**src/rtl/sodor_rand_instr_gen.sv**
```systemverilog
// Seeded random RV32I instruction source for sodor5 co-simulation.
// Offers OP-IMM/OP/LOAD/STORE words over a valid/ready handshake.
module sodor_rand_instr_gen #(
    parameter logic [31:0] SEED      = 32'd571,
    parameter logic [3:0]  MODE_MASK = 4'b0001,
    parameter logic [4:0]  REG_MASK  = 5'h1f,
    parameter int          MEM_WORDS = 16
) (
    input  logic        clk,
    input  logic        reset,
    input  logic        en,
    input  logic        instr_ready,
    output logic        instr_valid,
    output logic [31:0] instr,
    output logic [1:0]  instr_class,
    output logic [31:0] issue_count
);

    localparam logic [31:0] TAPS      = 32'h80200003;
    localparam logic [31:0] SEED_INIT = (SEED == 32'd0) ? 32'd1 : SEED;
    localparam logic [3:0]  MASK_EFF  = (MODE_MASK == 4'd0) ? 4'b0001 : MODE_MASK;
    localparam logic [9:0]  WORD_MASK = 10'(MEM_WORDS - 1);
    localparam logic [31:0] NOP       = 32'h00000013;

    typedef enum logic [1:0] {IDLE, GEN, OFFER} state_e;

    state_e      state_q, state_d;
    logic [31:0] lfsr_q, lfsr_d;
    logic        valid_q, valid_d;
    logic [31:0] instr_q, instr_d;
    logic [1:0]  cls_q, cls_d;
    logic [31:0] count_q, count_d;

    logic [31:0] lfsr_step;
    logic [4:0]  rd, rs1, rs2;
    logic [2:0]  f3, ld_f3, st_f3;
    logic [11:0] imm, oi_imm, ld_off, st_off;
    logic [1:0]  cls_raw, gen_cls, ld_bsel, st_bsel;
    logic [9:0]  word_idx;
    logic [6:0]  funct7;
    logic [31:0] gen_word;

    // Decode the current LFSR state into the next candidate instruction
    always_comb begin
        lfsr_step = {1'b0, lfsr_q[31:1]} ^ (lfsr_q[0] ? TAPS : 32'd0);
        rd        = lfsr_q[4:0] & REG_MASK;
        rs1       = lfsr_q[9:5] & REG_MASK;
        rs2       = lfsr_q[14:10] & REG_MASK;
        f3        = lfsr_q[17:15];
        imm       = lfsr_q[29:18];
        cls_raw   = lfsr_q[31:30];
        if (MASK_EFF[cls_raw])  gen_cls = cls_raw;
        else if (MASK_EFF[0])   gen_cls = 2'd0;
        else if (MASK_EFF[1])   gen_cls = 2'd1;
        else if (MASK_EFF[2])   gen_cls = 2'd2;
        else                    gen_cls = 2'd3;
        // shift-immediates only keep shamt (and the SRAI bit)
        oi_imm = imm;
        if (f3 == 3'd1) oi_imm = imm & 12'h01f;
        if (f3 == 3'd5) oi_imm = imm & 12'h41f;
        funct7 = (lfsr_q[30] && (f3 == 3'd0 || f3 == 3'd5)) ? 7'h20 : 7'h00;
        // loads/stores stay naturally aligned inside the dmem window
        ld_f3 = (f3 == 3'd3 || f3 == 3'd6 || f3 == 3'd7) ? 3'd2 : f3;
        st_f3 = (lfsr_q[16:15] == 2'd3) ? 3'd2 : {1'b0, lfsr_q[16:15]};
        unique case (ld_f3[1:0])
            2'b00:   ld_bsel = lfsr_q[1:0];
            2'b01:   ld_bsel = {lfsr_q[1], 1'b0};
            default: ld_bsel = 2'b00;
        endcase
        unique case (st_f3[1:0])
            2'b00:   st_bsel = lfsr_q[1:0];
            2'b01:   st_bsel = {lfsr_q[1], 1'b0};
            default: st_bsel = 2'b00;
        endcase
        word_idx = imm[9:0] & WORD_MASK;
        ld_off   = {word_idx, ld_bsel};
        st_off   = {word_idx, st_bsel};
        unique case (gen_cls)
            2'd0: gen_word = {oi_imm, rs1, f3, rd, 7'h13};
            2'd1: gen_word = {funct7, rs2, rs1, f3, rd, 7'h33};
            2'd2: gen_word = {ld_off, 5'd0, ld_f3, rd, 7'h03};
            default: gen_word = {st_off[11:5], rs2, 5'd0, st_f3,
                                 st_off[4:0], 7'h23};
        endcase
    end

    // Next-state logic for the IDLE/GEN/OFFER handshake sequencer
    always_comb begin
        state_d = state_q;
        lfsr_d  = lfsr_q;
        valid_d = valid_q;
        instr_d = instr_q;
        cls_d   = cls_q;
        count_d = count_q;
        unique case (state_q)
            IDLE: begin
                valid_d = 1'b0;
                instr_d = NOP;
                cls_d   = 2'd0;
                if (en) begin
                    lfsr_d  = lfsr_step;
                    state_d = GEN;
                end
            end
            GEN: begin
                instr_d = gen_word;
                cls_d   = gen_cls;
                valid_d = 1'b1;
                state_d = OFFER;
            end
            OFFER: begin
                if (instr_ready) begin
                    count_d = count_q + 32'd1;
                    valid_d = 1'b0;
                    instr_d = NOP;
                    cls_d   = 2'd0;
                    if (en) begin
                        lfsr_d  = lfsr_step;
                        state_d = GEN;
                    end else begin
                        state_d = IDLE;
                    end
                end
            end
            default: state_d = IDLE;
        endcase
    end

    // State and registered outputs; reset overrides any pending offer
    always_ff @(posedge clk) begin
        if (reset) begin
            state_q <= IDLE;
            lfsr_q  <= SEED_INIT;
            valid_q <= 1'b0;
            instr_q <= NOP;
            cls_q   <= 2'd0;
            count_q <= 32'd0;
        end else begin
            state_q <= state_d;
            lfsr_q  <= lfsr_d;
            valid_q <= valid_d;
            instr_q <= instr_d;
            cls_q   <= cls_d;
            count_q <= count_d;
        end
    end

    assign instr_valid = valid_q;
    assign instr       = instr_q;
    assign instr_class = cls_q;
    assign issue_count = count_q;

endmodule

```
**config.mk**
```make
export PLATFORM = sky130hd
export DESIGN_NAME = sodor_rand_instr_gen
export DESIGN_NICKNAME = d
export VERILOG_FILES = /design/src/rtl/sodor_rand_instr_gen.sv
export SDC_FILE = /design/constraint.sdc
export NUM_CORES = 1
export LEC_CHECK = 0
export ABC_AREA = 1
export CAP_MARGIN = 0
export CORE_UTILIZATION = 26
export CTS_CLUSTER_DIAMETER = 200
export CTS_CLUSTER_SIZE = 25
export DETAILED_ROUTE_END_ITERATION = 12
export MAX_ROUTING_LAYER = met4
export PLACE_DENSITY = 0.43
export SYNTH_ARGS = -nofsm -noshare
export SYNTH_HDL_FRONTEND = slang
export SYNTH_SLANG_ARGS = --single-unit
```
**constraint.sdc**
```tcl
create_clock -name clk -period 1.3 [get_ports clk]
set_input_delay 0.325 -clock clk [delete_from_list [all_inputs] [get_ports clk]]
set_output_delay 0.325 -clock clk [all_outputs]
set_load 0.01 [all_outputs]
```
======== Word-level counts from Yosys, hierarchy flattened ========
Index checks and enable logic that the tools add are counted.
word-level totals
  flip-flop bits (word level) ............. 101
  input port bits ......................... 4
  output and inout port bits .............. 67
  word-level logic and storage cells ...... 63
operators by class
  add/sub/neg operators ................... 1
  order comparisons ....................... 1
  equality and inequality tests ........... 14
  mux-type cells .......................... 25
  bitwise operators ....................... 1
  reduce and logical (&&, ||, !) cells .... 15
operator list
  kind                                                         count
  one-hot mux 32 bit (3 select lines)                          2
  two-way mux 32 bit                                           4
  one-hot mux 32 bit (2 select lines)                          1
  adder 32 x 1 -> 32 bit (second input constant)               1
  bitwise XOR 31 x 32 -> 32 bit                                1
  two-way mux 12 bit                                           2
  one-hot mux 2 bit (3 select lines)                           2
  two-way mux 2 bit                                            5
  equality test 3 bit (second input constant)                  3
  equality test 2 x 1 -> 1 bit (second input constant)         4
  logical NOT 2 bit                                            4
  one-hot mux 2 bit (2 select lines)                           2
  AND reduction 2 bit                                          4
  equality test 2 bit (second input constant)                  3
  two-way mux 6 bit                                            1
  inequality test 2 bit (second input constant)                2
  equality test 3 x 1 -> 1 bit (second input constant)         1
  equality test 3 x 2 -> 1 bit (second input constant)         1
  logical NOT 3 bit                                            1
  logical OR 1 bit                                             3
  less-than comparator 2 x 3 -> 1 bit (second input constant)  1
  two-way mux 1 bit                                            3
  two-way mux 3 bit                                            1
  one-hot mux 1 bit (3 select lines)                           1
  4 further kinds                                              4

======== Logic depth before layout (Yosys ltp) ========
  depth in word-level cells ............... 8
  depth in mapped cells ................... 8
  gate-level depth less buffers ........... 8

======== Worst setup path before layout ========
OpenSTA, ideal clock, no wires.
  path type ............................... reg-to-reg
  start point ............................. reg count_q[0], in the netlist issue_count[0]
  end point ............................... reg count_q[28], in the netlist issue_count[28]
  setup time .............................. 113 ps
  data arrival time ....................... 1396 ps
  path slack .............................. -209 ps
  cell stages (with the launch flop) ...... 9
  cells stage by stage .................... dfxtp_1 -> ha_1 -> nand3_2 -> nor2_8 -> nand3_4 -> nor2_8 -> nand3_1 -> nand2_1 -> nor2_1
on the way
  longest elaborated chain between the ends .. 1
ends and longest elaborated chain
  what                    line  RTL
  from (decl)             32    logic [31:0] count_q, count_d;
  from (signal assigned)  144   count_q <= count_d;
  adder 32 x 1 -> 32 bit  113   count_d = count_q + 32'd1;
Every way passes these cells.
A chain may end at the register's enable or synchronous reset.

======== Worst setup path after layout ========
  start point ............................. reg count_q[9], in the netlist issue_count[9]
  end point ............................... reg count_q[24], in the netlist issue_count[24]
Same word-level chain as after synthesis.

==> impl_metrics.ini <==
[worst_setup_path]
critical_path_class = reg2reg
crit_chain = nand2_1 > nor2_1 > nand3_4 > nor2_8 > nand3_2 > nand2_1 > nor2_1
cp-start-kind = register
crit_required_ns = 1.54
cpPeakStageDelay_ns = 0.38
end_kind = register
cp.arrival_ns = 1.60
worst_path_max_delay_cell = dfxtp_4
crit_path_max_fanout = 8

[die]
die_width_um = 125.2
num_rows = 44
core-area_um2 = 14640
die-area_um2 = 15670
ios = 71
start_util_pct = 26.93
die_y_um = 125.2

[clocking]
cts_buffers = 9
cts-root-buf = clkbuf_16
clock-sinks = 96
clkTransAtPathRegs_ns = 0.07
cts_tree = built
cts_buffer_depth = 2
clk_latency_ns = 0.34
cts_hold_buf = 0
ctsHtreeMaxLevel = 3

[drt]
wl_um = 10440
drc = 0
vias = 3648
maxUsedRoutingLayer = met4
dr_wl_met2_um = 5137
antenna_left = 0
dr.first_iter.drc_count = 182
wl_per_cell_um = 12.67
via_per_inst = 4.427
drt_pass1_iterations = 6
wl_met1_um = 4845
wl_met3_um = 405

[cells_and_area]
num_antenna_cells = 0
final_cell_mix = nand2_1 (99), nor2_1 (85), dfxtp_1 (61)
fillers = 1542
area_delta_synth_final_pct = 43.40
seqCellArea_um2 = 2006
final_net_count = 642
fin_cells = 824
drive_gt1_share_pct = 31.41
layout_commonest_cell = nand2_1
multi_input_area_um2 = 1871

[place]
dp.cells = 801
dpl_worst_slack_ns = -0.6071
gp_congestion = 0.7859
portBuffers = 65
dp_hpwl_um = 7336

[power]
intPower_mw = 4.477
p_switching_mw = 1.456
comb_power_share_pct = 7.4
pwr-share-clk_pct = 40.5
ir_drop_mv = 0.7562
leakagePower_nw = 2.356
powerDensity_nw_per_um2 = 1049
p_seq_share_pct = 52.1
swShare_pct = 24.54

[flow_run]
drv_cap = 0

[timing]
rsz0062_at_grt = yes
max_freq_ghz = 0.7340
slew_viol_final = 0
hold_viol_final = 0
finClkSkew_ns = 0.005223
fin_crit_sh_pct = 104.8
fin_crit_ns = 1.362
setup_slack_ns = -0.06242
setup_violations = 10

[synth]
netlist_area_um2 = 3944
avgSynthCellArea_um2 = 7.613
syn_inst = 518
ys_types = 35
yosysWarnings = 0
synth_seq_cells = 96
yosysSeqAreaShare_pct = 48.73

[global_routing]
overflow = 0
grt_pass1_vias = 3412
grt_antenna_before_repair = 0
grt_max_degree = 31
grtUsageTotal_pct = 14.06
grt_pass1_wl_um = 16830

[hold_path]
min_path_type = reg2reg

[status]
status = finished with violations
violations = negative setup slack
-- registers in the layout, indices dropped and copies added, names as in the netlist --
name	count
issue_count	32
lfsr_q	32
instr	27
instr_class	2
state_q	2
instr_valid	1
-- through the flow --
| step | utilization, % | hold slack, ns | power, mW | TNS, ns | cell area (um2) |
|---|---|---|---|---|---|
| global route | 38.62 | 0.4560 | 6.230 | -3.863 | 5655 |
| global placement | 35.59 | 0.4177 | 3.616 | -37.79 | 5211 |
| detailed placement | 35.59 | 0.4177 | 3.624 | -40.46 | 5211 |
| finish | 38.62 | 0.4258 | 5.933 | -0.3012 | 5655 |
| CTS | 38.30 | 0.4246 | 6.039 | -0.5647 | 5609 |
| floorplan | - | 0.4360 | 3.444 | -0.1717 | 3996 |
-- final timing paths --
| check | from | endpoint | slack (ns) | cells past startpoint |
|---|---|---|---|---|
| worst max-delay path | issue_count[9]$_SDFFE_PP0P_ | issue_count[24]$_SDFFE_PP0P_ | -0.06 | 7 |
| worst min-delay path | instr_class[0]$_SDFFE_PP0P_ | instr_class[0]$_SDFFE_PP0P_ | 0.43 | 2 |
| worst max register to register | issue_count[9]$_SDFFE_PP0P_ | issue_count[24]$_SDFFE_PP0P_ | -0.06 | 7 |
| worst min register to register | instr_class[0]$_SDFFE_PP0P_ | instr_class[0]$_SDFFE_PP0P_ | 0.43 | 2 |
-- worst max-delay path: cells and delay by family, from the launching register on --
| family | cells | cell delay (ns) |
|---|---|---|
| and+or+nand+nor | 7 | 0.87 |
| DFF | 1 | 0.38 |
-- cells by family (layout without fill, tap and decap cells) --
family          after synthesis  count (layout)  share of synthesized area, %
compound gates               94              94                         13.33
xor+xnor                      3               3                        0.6664
fa+ha+maj                     1               1                        0.3172
buf+inv                      69             188                         7.360
flops                        96              96                         48.73
other cells                   2               5                        0.1904
simple gates                253             253                         29.41
-- synth_stat cells, drive strengths merged --
library cell / count / area share, %
nand3b: 2 / 0.38
nor3b: 2 / 0.38
nand2: 102 / 9.7
a32o: 5 / 1.3
o21a: 2 / 0.38
nor2: 103 / 12
o21ai: 52 / 6.6
ha: 1 / 0.32
inv: 47 / 4.5
o211ai: 5 / 0.95
conb: 2 / 0.19
xor2: 3 / 0.67
nand3: 28 / 4.9
nand4: 5 / 0.79
buf: 15 / 2.2
nor3: 7 / 1.0
and2: 1 / 0.16
a31oi: 1 / 0.16
dfxtp: 96 / 49
a21oi: 29 / 4.0
clkbuf: 7 / 0.70
and3: 2 / 0.32
or2: 1 / 0.16
-- layer usage --
metal,vias to the layer above,GRT usage (%)
met5,-,-
met4,0,4.448
met3,4,4.022
met2,61,23.99
met1,1682,15.84
li1,1901,-
-- layout make-up --
class / instances / area share (%)
Timing Repair Buffer: 126 / 19.47
Multi-Input combinational cell: 356 / 33.08
Clock buffer: 9 / 3.982
Tap cell: 184 / 4.071
Clock inverter: 5 / 0.6195
Inverter: 47 / 3.208
Sequential cell: 96 / 35.46
Timing Repair inverter: 1 / 0.1106
-- repair_timing --
action | CTS | global route
setup buffers | 2 | 5
setup endpoints to repair | 145 | 125
gates cloned | 0 | 2
gates resized for setup | 183 | 72
hold endpoints to repair | 0 | 0
pin swaps | 5 | 7
-- power groups by stage --
| stage | registers [mW] | logic [mW] | clock network, mW |
|---|---|---|---|
| final | 3.09 | 0.440 | 2.40 |
| after global routing | 3.10 | 0.501 | 2.62 |
| after CTS | 3.10 | 0.429 | 2.51 |
| after detailed placement | 3.19 | 0.438 | 0 |
| after global placement | 3.18 | 0.432 | 0 |
| after floorplan | 3.18 | 0.269 | 0 |
(Power assumes the default switching activity.)
